--- config.mk ---
export PLATFORM = sky130hd
export DESIGN_NAME = run_controller
export DESIGN_NICKNAME = d
export VERILOG_FILES = /design/src/rtl/run_controller.sv
export SDC_FILE = /design/constraint.sdc
export NUM_CORES = 1
export LEC_CHECK = 0
export CAP_MARGIN = 25
export CORE_MARGIN = 2
export CORE_UTILIZATION = 52
export CTS_BUF_LIST = sky130_fd_sc_hd__clkbuf_8
export CTS_CLUSTER_SIZE = 20
export DETAILED_ROUTE_END_ITERATION = 16
export PLACE_DENSITY = 0.83
export SLEW_MARGIN = 20
export SYNTH_ARGS = -nofsm -noshare
export SYNTH_HDL_FRONTEND = slang
export SYNTH_SLANG_ARGS = --single-unit
--- constraint.sdc ---
create_clock -name clk -period 6.8 [get_ports clk]
set_clock_uncertainty 0.05 [all_clocks]
set_input_delay 1.02 -clock clk [delete_from_list [all_inputs] [get_ports clk]]
set_output_delay 1.02 -clock clk [all_outputs]
set_load 0.005 [all_outputs]
--- src/rtl/run_controller.sv ---
// -----------------------------------------------------------------------------
// run_controller
//
// Sequencer that sits directly upstream of the arithmetic testbench. A run goes
// through these steps:
//   1. Hold the testbench in reset for CLEAR_CYCLES cycles.
//   2. Enable stimulus until the testbench data counter reaches the requested
//      vector count, or until that counter stops moving for too long.
//   3. Drop the enable and let the DUT/driver pipeline drain for DRAIN_CYCLES.
//   4. Freeze the scoreboard and report the captured results.
// The host talks to the block through a start/busy/done handshake.
//
// Parameters:
//   WIDTH         width of the counters and of the test-count request
//   CLEAR_CYCLES  cycles the testbench reset is held at the start of a run (>=1)
//   DRAIN_CYCLES  cycles between the enable drop and the freeze (>=1)
//   TIMEOUT       RUN cycles allowed without i_data_ctr changing (>=2)
//
// Ports:
//   clk            single clock, shared with the testbench and DUT
//   reset          asynchronous, active-high
//   i_start        single-cycle run request, honoured in IDLE and DONE only
//   i_abort        cancel the run in progress (CLEAR/RUN/DRAIN), back to IDLE
//   i_num_tests    number of vectors to run, sampled on the accepted i_start
//   i_data_ctr     testbench data counter
//   i_event_ctr    testbench event (error) counter
//   o_tb_reset     testbench reset
//   o_tb_enable    testbench enable
//   o_tb_freeze    testbench freeze
//   o_busy         high in CLEAR, RUN and DRAIN
//   o_done         high in DONE
//   o_pass         valid with o_done: no errors and no timeout
//   o_timeout      valid with o_done: run ended by watchdog timeout
//   o_error_count  i_event_ctr captured on entry to DONE
//   o_tested       i_data_ctr captured on entry to DONE
//
// Every output is a register. The handshake and testbench controls are decoded
// from the next state, so they change on the same edge as the state itself.
// -----------------------------------------------------------------------------
module run_controller #(
  parameter int WIDTH        = 32,
  parameter int CLEAR_CYCLES = 2,
  parameter int DRAIN_CYCLES = 4,
  parameter int TIMEOUT      = 1024
) (
  input  logic             clk,
  input  logic             reset,
  input  logic             i_start,
  input  logic             i_abort,
  input  logic [WIDTH-1:0] i_num_tests,
  input  logic [WIDTH-1:0] i_data_ctr,
  input  logic [WIDTH-1:0] i_event_ctr,
  output logic             o_tb_reset,
  output logic             o_tb_enable,
  output logic             o_tb_freeze,
  output logic             o_busy,
  output logic             o_done,
  output logic             o_pass,
  output logic             o_timeout,
  output logic [WIDTH-1:0] o_error_count,
  output logic [WIDTH-1:0] o_tested
);

  // One phase counter is shared by CLEAR and DRAIN. It only has to count up
  // to the larger of the two lengths minus one.
  localparam int CNT_MAX = (CLEAR_CYCLES > DRAIN_CYCLES) ? CLEAR_CYCLES : DRAIN_CYCLES;
  localparam int CNT_W   = (CNT_MAX > 1) ? $clog2(CNT_MAX) : 1;
  localparam int WD_W    = $clog2(TIMEOUT);

  localparam logic [CNT_W-1:0] CNT_ZERO   = CNT_W'(0);
  localparam logic [CNT_W-1:0] CNT_ONE    = CNT_W'(1);
  localparam logic [CNT_W-1:0] CLEAR_LAST = CNT_W'(CLEAR_CYCLES - 1);
  localparam logic [CNT_W-1:0] DRAIN_LAST = CNT_W'(DRAIN_CYCLES - 1);
  localparam logic [WD_W-1:0]  WD_ZERO    = WD_W'(0);
  localparam logic [WD_W-1:0]  WD_ONE     = WD_W'(1);
  localparam logic [WD_W-1:0]  WD_LAST    = WD_W'(TIMEOUT - 1);
  localparam logic [WIDTH-1:0] W_ZERO     = WIDTH'(0);

  typedef enum logic [2:0] {
    ST_IDLE  = 3'd0,
    ST_CLEAR = 3'd1,
    ST_RUN   = 3'd2,
    ST_DRAIN = 3'd3,
    ST_DONE  = 3'd4
  } state_t;

  state_t           state_q, state_d;
  logic [WIDTH-1:0] target_q, target_d;
  logic [CNT_W-1:0] cnt_q, cnt_d;
  logic [WD_W-1:0]  wd_q, wd_d;
  logic [WIDTH-1:0] prev_data_q, prev_data_d;
  logic             to_flag_q, to_flag_d;

  logic             tb_reset_q, tb_reset_d;
  logic             tb_enable_q, tb_enable_d;
  logic             tb_freeze_q, tb_freeze_d;
  logic             busy_q, busy_d;
  logic             done_q, done_d;
  logic             pass_q, pass_d;
  logic             timeout_q, timeout_d;
  logic [WIDTH-1:0] err_q, err_d;
  logic [WIDTH-1:0] tested_q, tested_d;

  logic             data_changed_s;
  logic             target_hit_s;
  logic [WD_W-1:0]  wd_next_s;

  assign data_changed_s = (i_data_ctr != prev_data_q);
  assign target_hit_s   = (i_data_ctr >= target_q);

  // Watchdog step: it restarts on any data counter movement and otherwise
  // counts up, saturating at its terminal value instead of wrapping.
  always_comb begin
    wd_next_s = wd_q;
    if (data_changed_s) begin
      wd_next_s = WD_ZERO;
    end else if (wd_q != WD_LAST) begin
      wd_next_s = wd_q + WD_ONE;
    end else begin
      wd_next_s = wd_q;
    end
  end

  // Next-state and result computation for the run sequencer.
  always_comb begin
    state_d     = state_q;
    target_d    = target_q;
    cnt_d       = cnt_q;
    wd_d        = wd_q;
    to_flag_d   = to_flag_q;
    prev_data_d = i_data_ctr;
    pass_d      = pass_q;
    timeout_d   = timeout_q;
    err_d       = err_q;
    tested_d    = tested_q;

    case (state_q)
      ST_IDLE, ST_DONE: begin
        // i_abort has no effect here, only i_start is looked at.
        if (i_start) begin
          target_d  = i_num_tests;
          cnt_d     = CNT_ZERO;
          wd_d      = WD_ZERO;
          to_flag_d = 1'b0;
          pass_d    = 1'b0;
          timeout_d = 1'b0;
          if (i_num_tests == W_ZERO) begin
            // An empty run completes at once and counts as a pass.
            state_d  = ST_DONE;
            pass_d   = 1'b1;
            err_d    = W_ZERO;
            tested_d = W_ZERO;
          end else begin
            state_d = ST_CLEAR;
          end
        end else begin
          state_d = state_q;
        end
      end

      ST_CLEAR: begin
        if (i_abort) begin
          state_d = ST_IDLE;
        end else if (cnt_q == CLEAR_LAST) begin
          state_d = ST_RUN;
          cnt_d   = CNT_ZERO;
          wd_d    = WD_ZERO;
        end else begin
          cnt_d = cnt_q + CNT_ONE;
        end
      end

      ST_RUN: begin
        if (i_abort) begin
          state_d = ST_IDLE;
        end else if (target_hit_s) begin
          // Reaching the target beats a watchdog expiry in the same cycle.
          state_d   = ST_DRAIN;
          to_flag_d = 1'b0;
          cnt_d     = CNT_ZERO;
          wd_d      = wd_next_s;
        end else if (wd_next_s == WD_LAST) begin
          state_d   = ST_DRAIN;
          to_flag_d = 1'b1;
          cnt_d     = CNT_ZERO;
          wd_d      = wd_next_s;
        end else begin
          wd_d = wd_next_s;
        end
      end

      ST_DRAIN: begin
        if (i_abort) begin
          state_d = ST_IDLE;
        end else if (cnt_q == DRAIN_LAST) begin
          // Pipeline has drained, so the counters now hold final values.
          state_d   = ST_DONE;
          err_d     = i_event_ctr;
          tested_d  = i_data_ctr;
          pass_d    = (i_event_ctr == W_ZERO) && !to_flag_q;
          timeout_d = to_flag_q;
        end else begin
          cnt_d = cnt_q + CNT_ONE;
        end
      end

      default: begin
        state_d = ST_IDLE;
      end
    endcase
  end

  // Testbench controls and handshake flags decoded from the state being entered.
  always_comb begin
    tb_reset_d  = 1'b1;
    tb_enable_d = 1'b0;
    tb_freeze_d = 1'b0;
    busy_d      = 1'b0;
    done_d      = 1'b0;
    case (state_d)
      ST_IDLE: begin
        tb_reset_d = 1'b1;
      end
      ST_CLEAR: begin
        tb_reset_d = 1'b1;
        busy_d     = 1'b1;
      end
      ST_RUN: begin
        tb_reset_d  = 1'b0;
        tb_enable_d = 1'b1;
        busy_d      = 1'b1;
      end
      ST_DRAIN: begin
        tb_reset_d = 1'b0;
        busy_d     = 1'b1;
      end
      ST_DONE: begin
        tb_reset_d  = 1'b0;
        tb_freeze_d = 1'b1;
        done_d      = 1'b1;
      end
      default: begin
        tb_reset_d = 1'b1;
      end
    endcase
  end

  // Sequencer state, internal counters and all output registers.
  always_ff @(posedge clk or posedge reset) begin
    if (reset) begin
      state_q     <= ST_IDLE;
      target_q    <= W_ZERO;
      cnt_q       <= CNT_ZERO;
      wd_q        <= WD_ZERO;
      prev_data_q <= W_ZERO;
      to_flag_q   <= 1'b0;
      tb_reset_q  <= 1'b1;
      tb_enable_q <= 1'b0;
      tb_freeze_q <= 1'b0;
      busy_q      <= 1'b0;
      done_q      <= 1'b0;
      pass_q      <= 1'b0;
      timeout_q   <= 1'b0;
      err_q       <= W_ZERO;
      tested_q    <= W_ZERO;
    end else begin
      state_q     <= state_d;
      target_q    <= target_d;
      cnt_q       <= cnt_d;
      wd_q        <= wd_d;
      prev_data_q <= prev_data_d;
      to_flag_q   <= to_flag_d;
      tb_reset_q  <= tb_reset_d;
      tb_enable_q <= tb_enable_d;
      tb_freeze_q <= tb_freeze_d;
      busy_q      <= busy_d;
      done_q      <= done_d;
      pass_q      <= pass_d;
      timeout_q   <= timeout_d;
      err_q       <= err_d;
      tested_q    <= tested_d;
    end
  end

  assign o_tb_reset    = tb_reset_q;
  assign o_tb_enable   = tb_enable_q;
  assign o_tb_freeze   = tb_freeze_q;
  assign o_busy        = busy_q;
  assign o_done        = done_q;
  assign o_pass        = pass_q;
  assign o_timeout     = timeout_q;
  assign o_error_count = err_q;
  assign o_tested      = tested_q;

endmodule
==> impl_metrics.tcl, run 1 <==
set metrics [dict create \
    status "completed" \
    postPlaceCellArea_um2 8910 \
    path_clk_slew_ns 0.08 \
    antenna_cells 0 \
    final_antenna_net_count 0 \
    min_path_cells 2 \
    tightest_slew_ns 0.895 \
    htreeDepth 4 \
    nNetsFinal 1044 \
    fp-row-count 42 \
    critPathRequiredTime_ns 7.10 \
    cp_cell_sequence "clkdlybuf4s50_1 -> ha_1 -> a21o_1 -> a21o_1 -> a2111oi_0 -> a31oi_1 -> a211o_1 -> a311o_1" \
    worstPathArrival_ns 3.57 \
    critPathKind "in -> reg" \
    critPathBufInv 1 \
    synth-edff-count 0 \
    post_cts_buffers 0 \
    ys.flop_type "dfrtp_1" \
    multi_input_area_um2 3060 \
    place_ws_ns 3.03 \
    dp_hpwl_um 13200 \
    slew-limit-headroom_pct 40.3 \
    synth_area_per_cell_um2 9.46 \
    yosysMostFrequentCell "nand2_1" \
    boundaryPins 171 \
    yosysTopAreaCell "dfrtp_1" \
    synthCells 751 \
    yosys_warnings 0 \
    clk_latency_ns 0.47 \
    clock_path_buffers 2 \
    rsz0062_at_grt "no" \
    io_buffers 170 \
    cp_max_fo 4 \
    yosysTopAreaCellShare_pct 52.5 \
    fin_ws_ns 3.54 \
    cp-end-kind "flop" \
    die_h_um 121 \
    cp_top_family "compound AO/OA/AOI/OAI gates" \
    cts-buffers-inserted 17 \
    power_density_nw_per_um2 259 \
    hp-class "reg -> reg" \
    cts_tree "built" \
    path_depth 8 \
    seqCellArea_um2 3750 \
    slowest_delay_ns 0.49 \
    wl_um 18300 \
    core_um2 13300 \
    grt_pass1_wl_um 29300 \
    setup_viol 0 \
    maxCapViolCount 0 \
    final-max-slew-violation-count 0 \
    antenna_found_initial 0 \
    fmax_ghz 0.306 \
    finalSetupTns_ns 0 \
    grt_remaining_overflow 0 \
    grt_max_degree 129 \
    worst_setup_path_start_kind "input pin" \
    finalCritPeriodShare_pct 48.0 \
    yosysUniqueCellTypes 58 \
    syn_nets 887 \
    hold_viol 0 \
    fillers 1009 \
    grt_pass1_vias 5754 \
    post_cts_resized 0 \
    track_usage_pct 26.0 \
    start_util_pct 53.4 \
    drc 0 \
    ys_ff_latch 150 \
    synth_area_leaders "dfrtp_1 53%, nand2_1 10%, ha_1 6.3%, o21ai_0 5.1%, xor2_1 3.9%" \
    period_minus_slack_ns 3.26 \
    slowest_stage "clkdlybuf4s50_1" \
    final_layout_size_suffix_gt1_share_pct 5.54 \
    leakage_nw 3.95 \
    vias_per_cell 5.47 \
    drtIter0Drc 550 \
    async_flop_share_pct 100 \
    cts-root-buf "clkbuf_8" \
    drt-wirelength-per-cell_um 16.7 \
    peakVddDrop_v 0.000139 \
    ys_seq_area_share_pct 52.9 \
    firstDrtPassIters 5 \
    fp.dieW_um 121 \
    areaGrowthSynthToFinish_pct 31.7 \
    postCtsHoldBufs 0 \
    cts_sinks 150 \
    die-area_um2 14600 \
    vias 5997 \
    syn_area_um2 7100 \
    reg2regPathDepth 7 \
    stdcell_area_um2 9350 \
    utilization_pct 70.4 \
    yosys-top-cells-count "189 x nand2_1, 149 x dfrtp_1, 72 x o21ai_0" \
    cpMostUsedCell "a21o_1" \
    gp_congestion 0.844 \
]
==> registers in the layout (all words and copies together) (netlist names) <==
register       flops
o_tb_enable        1
o_tested          32
o_error_count     32
cnt_q              2
o_timeout          1
state_q            3
wd_q              10
target_q          32
o_tb_reset         1
to_flag_q          1
prev_data_q       32
o_busy             1
o_done             1
o_pass             1
==> cells in the final DEF (no fill, tap or decap), types with 6 or more instances in the layout <==
cell type,count
nand4_1,10
xor2_1,32
ha_1,36
nor4_1,26
o21ai_0,72
inv_1,38
nand2b_1,6
a21oi_1,18
o21ai_1,42
dfrtp_1,149
nor2_1,14
clkbuf_8,19
nand3_1,9
nand2_1,189
clkdlybuf4s50_1,170
a21o_1,8
==> worst reg2reg max path, cell delays in order (launching register included) <==
cell,delay [ns]
dfrtp_1,0.49
ha_1,0.35
nand3_2,0.19
nor3_2,0.50
nand2_1,0.14
a2111oi_2,0.41
a211o_1,0.26
o311ai_1,0.11
==> path summary, 6_finish.rpt <==
| path | to | from | slack, ns |
|---|---|---|---|
| max in group asynchronous | wd_q[8] | reset | 4.38 |
| min | o_tested[29] | o_tested[29] | 0.43 |
| min in group asynchronous | o_tested[24] | reset | 1.02 |
| max reg2reg | cnt_q[1] | wd_q[0] | 4.17 |
| min reg2reg | o_tested[29] | o_tested[29] | 0.43 |
| max | state_q[0] | i_data_ctr[13] | 3.54 |
==> final cells by class <==
class | instances | share of cell area [%]
sequential | 150 | 40.1
multi-input combinational | 527 | 32.7
timing repair buffer | 174 | 18.8
clock buffer | 19 | 2.80
tap | 176 | 2.35
clock inverter | 13 | 1.66
inverter | 38 | 1.58
==> where the power goes <==
part,switching [W],internal (W),leakage [nW],total (W)
sequential,0.0000480,0.00101,1.96,0.00106
combinational,0.000383,0.000265,1.78,0.000648
clock,0.000341,0.000380,0.213,0.000721
total,0.000772,0.00165,3.95,0.00243
==> stage by stage <==
stage               power, W  hold WS (ns)  instances
detailed placement   0.00170         0.420       1064
CTS                  0.00242         0.437       1096
floorplan            0.00148         0.400        751
global route         0.00258         0.459       1097
global placement     0.00167         0.410       1064
finish               0.00243         0.432       1097
==> kinds of logic (layout without fill, tap and decap cells) <==
family                     after synthesis  in the layout  synth area share [%]
muxes                                    3              3                 0.440
AOI/OAI and AO/OA                      170            170                  13.6
adders and majority gates               36             36                  6.34
DFF                                    150            150                  52.9
xor gates and xnor gates                32             32                  3.95
and+or+nand+nor                        286            286                  18.6
buffers and inverters                   74            244                  4.25
==> layer usage <==
metal  track usage, %  share of wire (%)  vias to the layer above  wire, um
met4             10.7                2.6                        0       468
met5                0                  0                        -         0
met2             40.5                 47                      233      8550
met3             5.83                7.4                       39      1350
met1             35.2                 43                     2835      7910
li1                 -                  -                     2890         -
(Power assumes the default switching activity.)
==> inputs of run 2 (changes only) <==
clock period = 3.3 ns   (was 6.8 ns; I/O delays follow)
==> run 2 against run 1 <==
Register-to-register slack lost 3.5 ns. Sequential cell count is the same. Combinational power grew 100%. Sequential power grew 110%. Sequential share of layout area shrank 0.35 points. Global-route usage shrank 0.20 points. Power grew 110%. Worst hold slack gained 0.0010 ns. Die area is the same. Critical path depth is the same. Non-clock buffer count grew 9. Critical path type unchanged. Largest cell class unchanged.
==> impl_metrics.tcl, run 2 (same netlist as run 1, synthesis figures left out) <==
set metrics [dict create \
    layout_commonest_cell "nand2_1" \
    tightest_slew_ns 0.818 \
    finalCritPeriodShare_pct 85.5 \
    layout_common_cells "189 x nand2_1, 170 x clkdlybuf4s50_1, 149 x dfrtp_1" \
    wl_um 17900 \
    dp_hpwl_um 13000 \
    final-max-slew-violation-count 0 \
    fmax_ghz 0.354 \
    finalPower_w 0.00502 \
    critPathRequiredTime_ns 3.59 \
    drtIter0Drc 503 \
    post_cts_buffers 0 \
    clk_latency_ns 0.46 \
    reg2regPathDepth 8 \
    postPlaceCellArea_um2 9000 \
    antenna_cells 0 \
    worstPathArrival_ns 3.11 \
    vias 6055 \
    io_buffers 170 \
    power_density_nw_per_um2 532 \
    r2r_slack_ns 0.67 \
    grt_remaining_overflow 0 \
    cts-buffers-inserted 17 \
    grt_max_degree 151 \
    htreeDepth 4 \
    drt-wirelength-per-cell_um 16.2 \
    die_h_um 121 \
    seqCellArea_um2 3750 \
    final_antenna_net_count 0 \
    track_usage_pct 25.8 \
    setup_viol 0 \
    final_layout_size_suffix_gt1_share_pct 6.34 \
    cp-startpoint "i_data_ctr[9]" \
    status "completed" \
    power_frac_clock_pct 30.5 \
    reg2reg_from "target_q[13]" \
    fp.dieW_um 121 \
    gp_congestion 0.959 \
    hp-class "reg -> reg" \
    clock_path_buffers 2 \
    multi_input_area_um2 3060 \
    start_util_pct 53.4 \
    peakVddDrop_v 0.000296 \
    grt_pass1_wl_um 29400 \
    areaGrowthSynthToFinish_pct 32.9 \
    cts_sinks 150 \
    stdcell_area_um2 9440 \
    period_minus_slack_ns 2.82 \
    fillers 983 \
    p_comb_share_pct 26.1 \
    antenna_found_initial 0 \
    finalSetupTns_ns 0 \
    utilization_pct 71.0 \
    place_ws_ns 0.0711 \
    grt_pass1_vias 5840 \
    hold_viol 0 \
    cts-root-buf "clkbuf_8" \
    slew-limit-headroom_pct 45.5 \
    fp-row-count 42 \
    worst_setup_path_start_kind "input pin" \
    boundaryPins 171 \
    die-area_um2 14600 \
    p_sw_w 0.00157 \
    maxCapViolCount 0 \
    cp_max_fo 4 \
    firstDrtPassIters 5 \
    power_frac_seq_pct 43.4 \
    vias_per_cell 5.47 \
    cts_tree "built" \
    critPathKind "in -> reg" \
    rsz0062_at_grt "no" \
    leakage_nw 4.00 \
    fin_ws_ns 0.477 \
    endpoint "state_q[0]" \
    r2r_end "state_q[0]" \
    path_clk_slew_ns 0.08 \
    power.internal_w 0.00345 \
    cp-end-kind "flop" \
    power_switching_share_pct 31.2 \
    nNetsFinal 1053 \
    post_cts_resized 0 \
    drc 0 \
    core_um2 13300 \
    postCtsHoldBufs 0 \
]
run 2: layout make-up:
cell class                      count  share of cell area [%]
Clock buffer                       18                    2.63
Clock inverter                     14                    1.95
Inverter                           38                    1.55
Multi-Input combinational cell    527                    32.4
Sequential cell                   150                    39.8
Tap cell                          176                    2.33
Timing Repair Buffer              183                    19.3
run 2: power by group through the flow:
stage | Sequential, W | Combinational (W) | Clock, W
4_1_cts | 0.00217 | 0.00131 | 0.00156
5_1_grt | 0.00220 | 0.00150 | 0.00165
3_5_place_dp | 0.00221 | 0.00129 | 0
6_report | 0.00218 | 0.00131 | 0.00153
2_1_floorplan | 0.00218 | 0.000868 | 0
3_3_place_gp | 0.00220 | 0.00125 | 0
run 2: metrics by stage:
step	hold slack, ns	cells
after global placement	0.410	1074
after CTS	0.439	1106
final	0.433	1106
after detailed placement	0.421	1074
after global routing	0.458	1106
after floorplan	0.400	751
run 2: worst min-delay path by stage:
stage                                  from           endpoint  cells after the start
after floorplan                 target_q[0]        target_q[0]                      2
after global placement     o_error_count[8]   o_error_count[8]                      2
after detailed placement       o_tested[29]       o_tested[29]                      2
after CTS                      o_tested[29]       o_tested[29]                      2
after global routing      o_error_count[20]  o_error_count[20]                      2
final                     o_error_count[20]  o_error_count[20]                      2
run 2: critical path, cell delays in order:
cell and delay, ns:
clkdlybuf4s50_1 0.49, ha_1 0.35, a21oi_1 0.17, o21ai_0 0.14
a2111oi_0 0.55, a31oi_1 0.19, a211o_1 0.36, a311o_1 0.36
run 2: per-layer routing:
metal / up-vias / GRT usage [%] / share of wire [%]
li1: 2911 / - / -
met1: 2874 / 36.3 / 44
met2: 243 / 40.3 / 47
met3: 27 / 5.78 / 7.7
met4: 0 / 7.41 / 1.5
met5: - / 0 / 0
==> inputs of run 3 (changes only) <==
GPL_TIMING_DRIVEN = 0   (was unset)
==> run 3 against run 2 <==
Design area grew 1.5%. Maximum frequency is 3.3% lower. Sequential share of layout area shrank 0.60 points. Power grew 2.1%. Non-clock buffer count is 28 higher. Sequential power barely moved. Combinational power up 6%. Final cell count increased by 2.5%. Worst hold slack got worse by 0.11 ns. Highest routed layer unchanged.
==> impl_metrics.tcl, run 3 (same netlist as run 1, synthesis figures left out) <==
set metrics [dict create \
    worstPathArrival_ns 3.22 \
    dp_hpwl_um 14600 \
    areaGrowthSynthToFinish_pct 34.9 \
    grt_max_degree 36 \
    tightest_slew_ns 0.656 \
    status "completed" \
    cpMostUsedCell "a21o_1" \
    boundaryPins 171 \
    track_usage_pct 27.4 \
    vias 6229 \
    hp-class "in -> async" \
    cts_sinks 150 \
    grt_pass1_vias 6097 \
    finalPower_w 0.00512 \
    path_clk_slew_ns 0.09 \
    power_switching_share_pct 32.0 \
    die_h_um 121 \
    power_density_nw_per_um2 535 \
    drtIter0Drc 480 \
    postCtsHoldBufs 0 \
    drt-wirelength-per-cell_um 17.0 \
    drc 0 \
    io_buffers 170 \
    final_layout_size_suffix_gt1_share_pct 6.26 \
    critPathKind "in -> reg" \
    clk_latency_ns 0.46 \
    start_util_pct 53.4 \
    firstDrtPassIters 6 \
    cp-end-kind "flop" \
    nNetsFinal 1081 \
    fp.dieW_um 121 \
    clock_path_buffers 2 \
    fmax_ghz 0.342 \
    setup_viol 0 \
    cp_top_family "compound AO/OA/AOI/OAI gates" \
    wl_um 19200 \
    fillers 953 \
    fin_cells 1134 \
    post_cts_resized 0 \
    cts_tree "built" \
    cts-buffers-inserted 17 \
    power_frac_clock_pct 30.9 \
    maxCapViolCount 0 \
    finalSetupTns_ns 0 \
    final-max-slew-violation-count 0 \
    cp_cell_sequence "clkdlybuf4s50_1 -> ha_1 -> a21o_1 -> a21o_1 -> a2111oi_0 -> a31oi_1 -> a211o_1 -> a311o_1" \
    p_comb_share_pct 27.1 \
    place_inst 1102 \
    antenna_cells 0 \
    layout_commonest_cell "nand2_1" \
    finalCritPeriodShare_pct 88.5 \
    power_frac_seq_pct 42.0 \
    power.internal_w 0.00349 \
    post_cts_buffers 0 \
    grt_remaining_overflow 0 \
    final_antenna_net_count 0 \
    die-area_um2 14600 \
    hold_viol 0 \
    slowest_delay_ns 0.53 \
    peakVddDrop_v 0.000343 \
    layout_common_cells "189 x nand2_1, 170 x clkdlybuf4s50_1, 149 x dfrtp_1" \
    critPathBufInv 1 \
    slew-limit-headroom_pct 55.9 \
    grt_pass1_wl_um 30800 \
    htreeDepth 4 \
    worst_setup_path_start_kind "input pin" \
    slowest_stage "clkdlybuf4s50_1" \
    gp_congestion 0.893 \
    antenna_found_initial 0 \
    cts-root-buf "clkbuf_8" \
    period_minus_slack_ns 2.92 \
    core_um2 13300 \
    critPathRequiredTime_ns 3.60 \
    cp_max_fo 4 \
    rsz0062_at_grt "no" \
    p_sw_w 0.00164 \
    leakage_nw 4.04 \
    vias_per_cell 5.49 \
    fp-row-count 42 \
]
run 3: layout make-up:
type | instances | area [um^2] | share of cell area, %
clock inverter | 14 | 198 | 2.06
timing repair buffer | 175 | 1810 | 18.9
sequential | 150 | 3750 | 39.2
buffer | 36 | 159 | 1.66
tap | 176 | 220 | 2.30
inverter | 38 | 146 | 1.53
clock buffer | 18 | 248 | 2.59
multi-input combinational | 527 | 3050 | 31.8
run 3: path summary, 6_finish.rpt:
kind	cells past startpoint	from	to	slack, ns
max in group asynchronous	5	reset	wd_q[8]	1.99
min reg2reg	2	o_error_count[2]	o_error_count[2]	0.43
min	2	reset	o_tested[24]	0.32
min in group clk	2	o_error_count[2]	o_error_count[2]	0.43
max	8	i_data_ctr[13]	state_q[0]	0.38
max reg2reg	8	target_q[13]	state_q[0]	0.64
run 3: per-stage QoR:
step | utilization, % | hold WS [ns] | setup slack, ns | cell area (um^2)
detailed placement | 68.7 | 0.420 | -0.0401 | 9140
finish | 72.1 | 0.323 | 0.380 | 9580
global placement | 67.9 | 0.410 | -0.375 | 9030
floorplan | - | 0.400 | 0.867 | 7110
CTS | 72.1 | 0.324 | 0.435 | 9580
global route | 72.1 | 0.332 | 0.233 | 9580
run 3: routing by layer:
layer	up-vias	track usage (%)	part of all wire [%]
met5	-	0	0
met4	0	10.2	2.1
met3	33	6.06	6.1
met2	231	43.8	47
met1	2997	36.9	45
li1	2968	-	-
run 3: power groups by stage:
stage / registers (W) / clock network (W) / logic, W
3_5_place_dp: 0.00219 / 0 / 0.00136
3_3_place_gp: 0.00218 / 0 / 0.00129
5_1_grt: 0.00217 / 0.00168 / 0.00157
2_1_floorplan: 0.00218 / 0 / 0.000868
4_1_cts: 0.00215 / 0.00159 / 0.00138
6_report: 0.00215 / 0.00158 / 0.00139
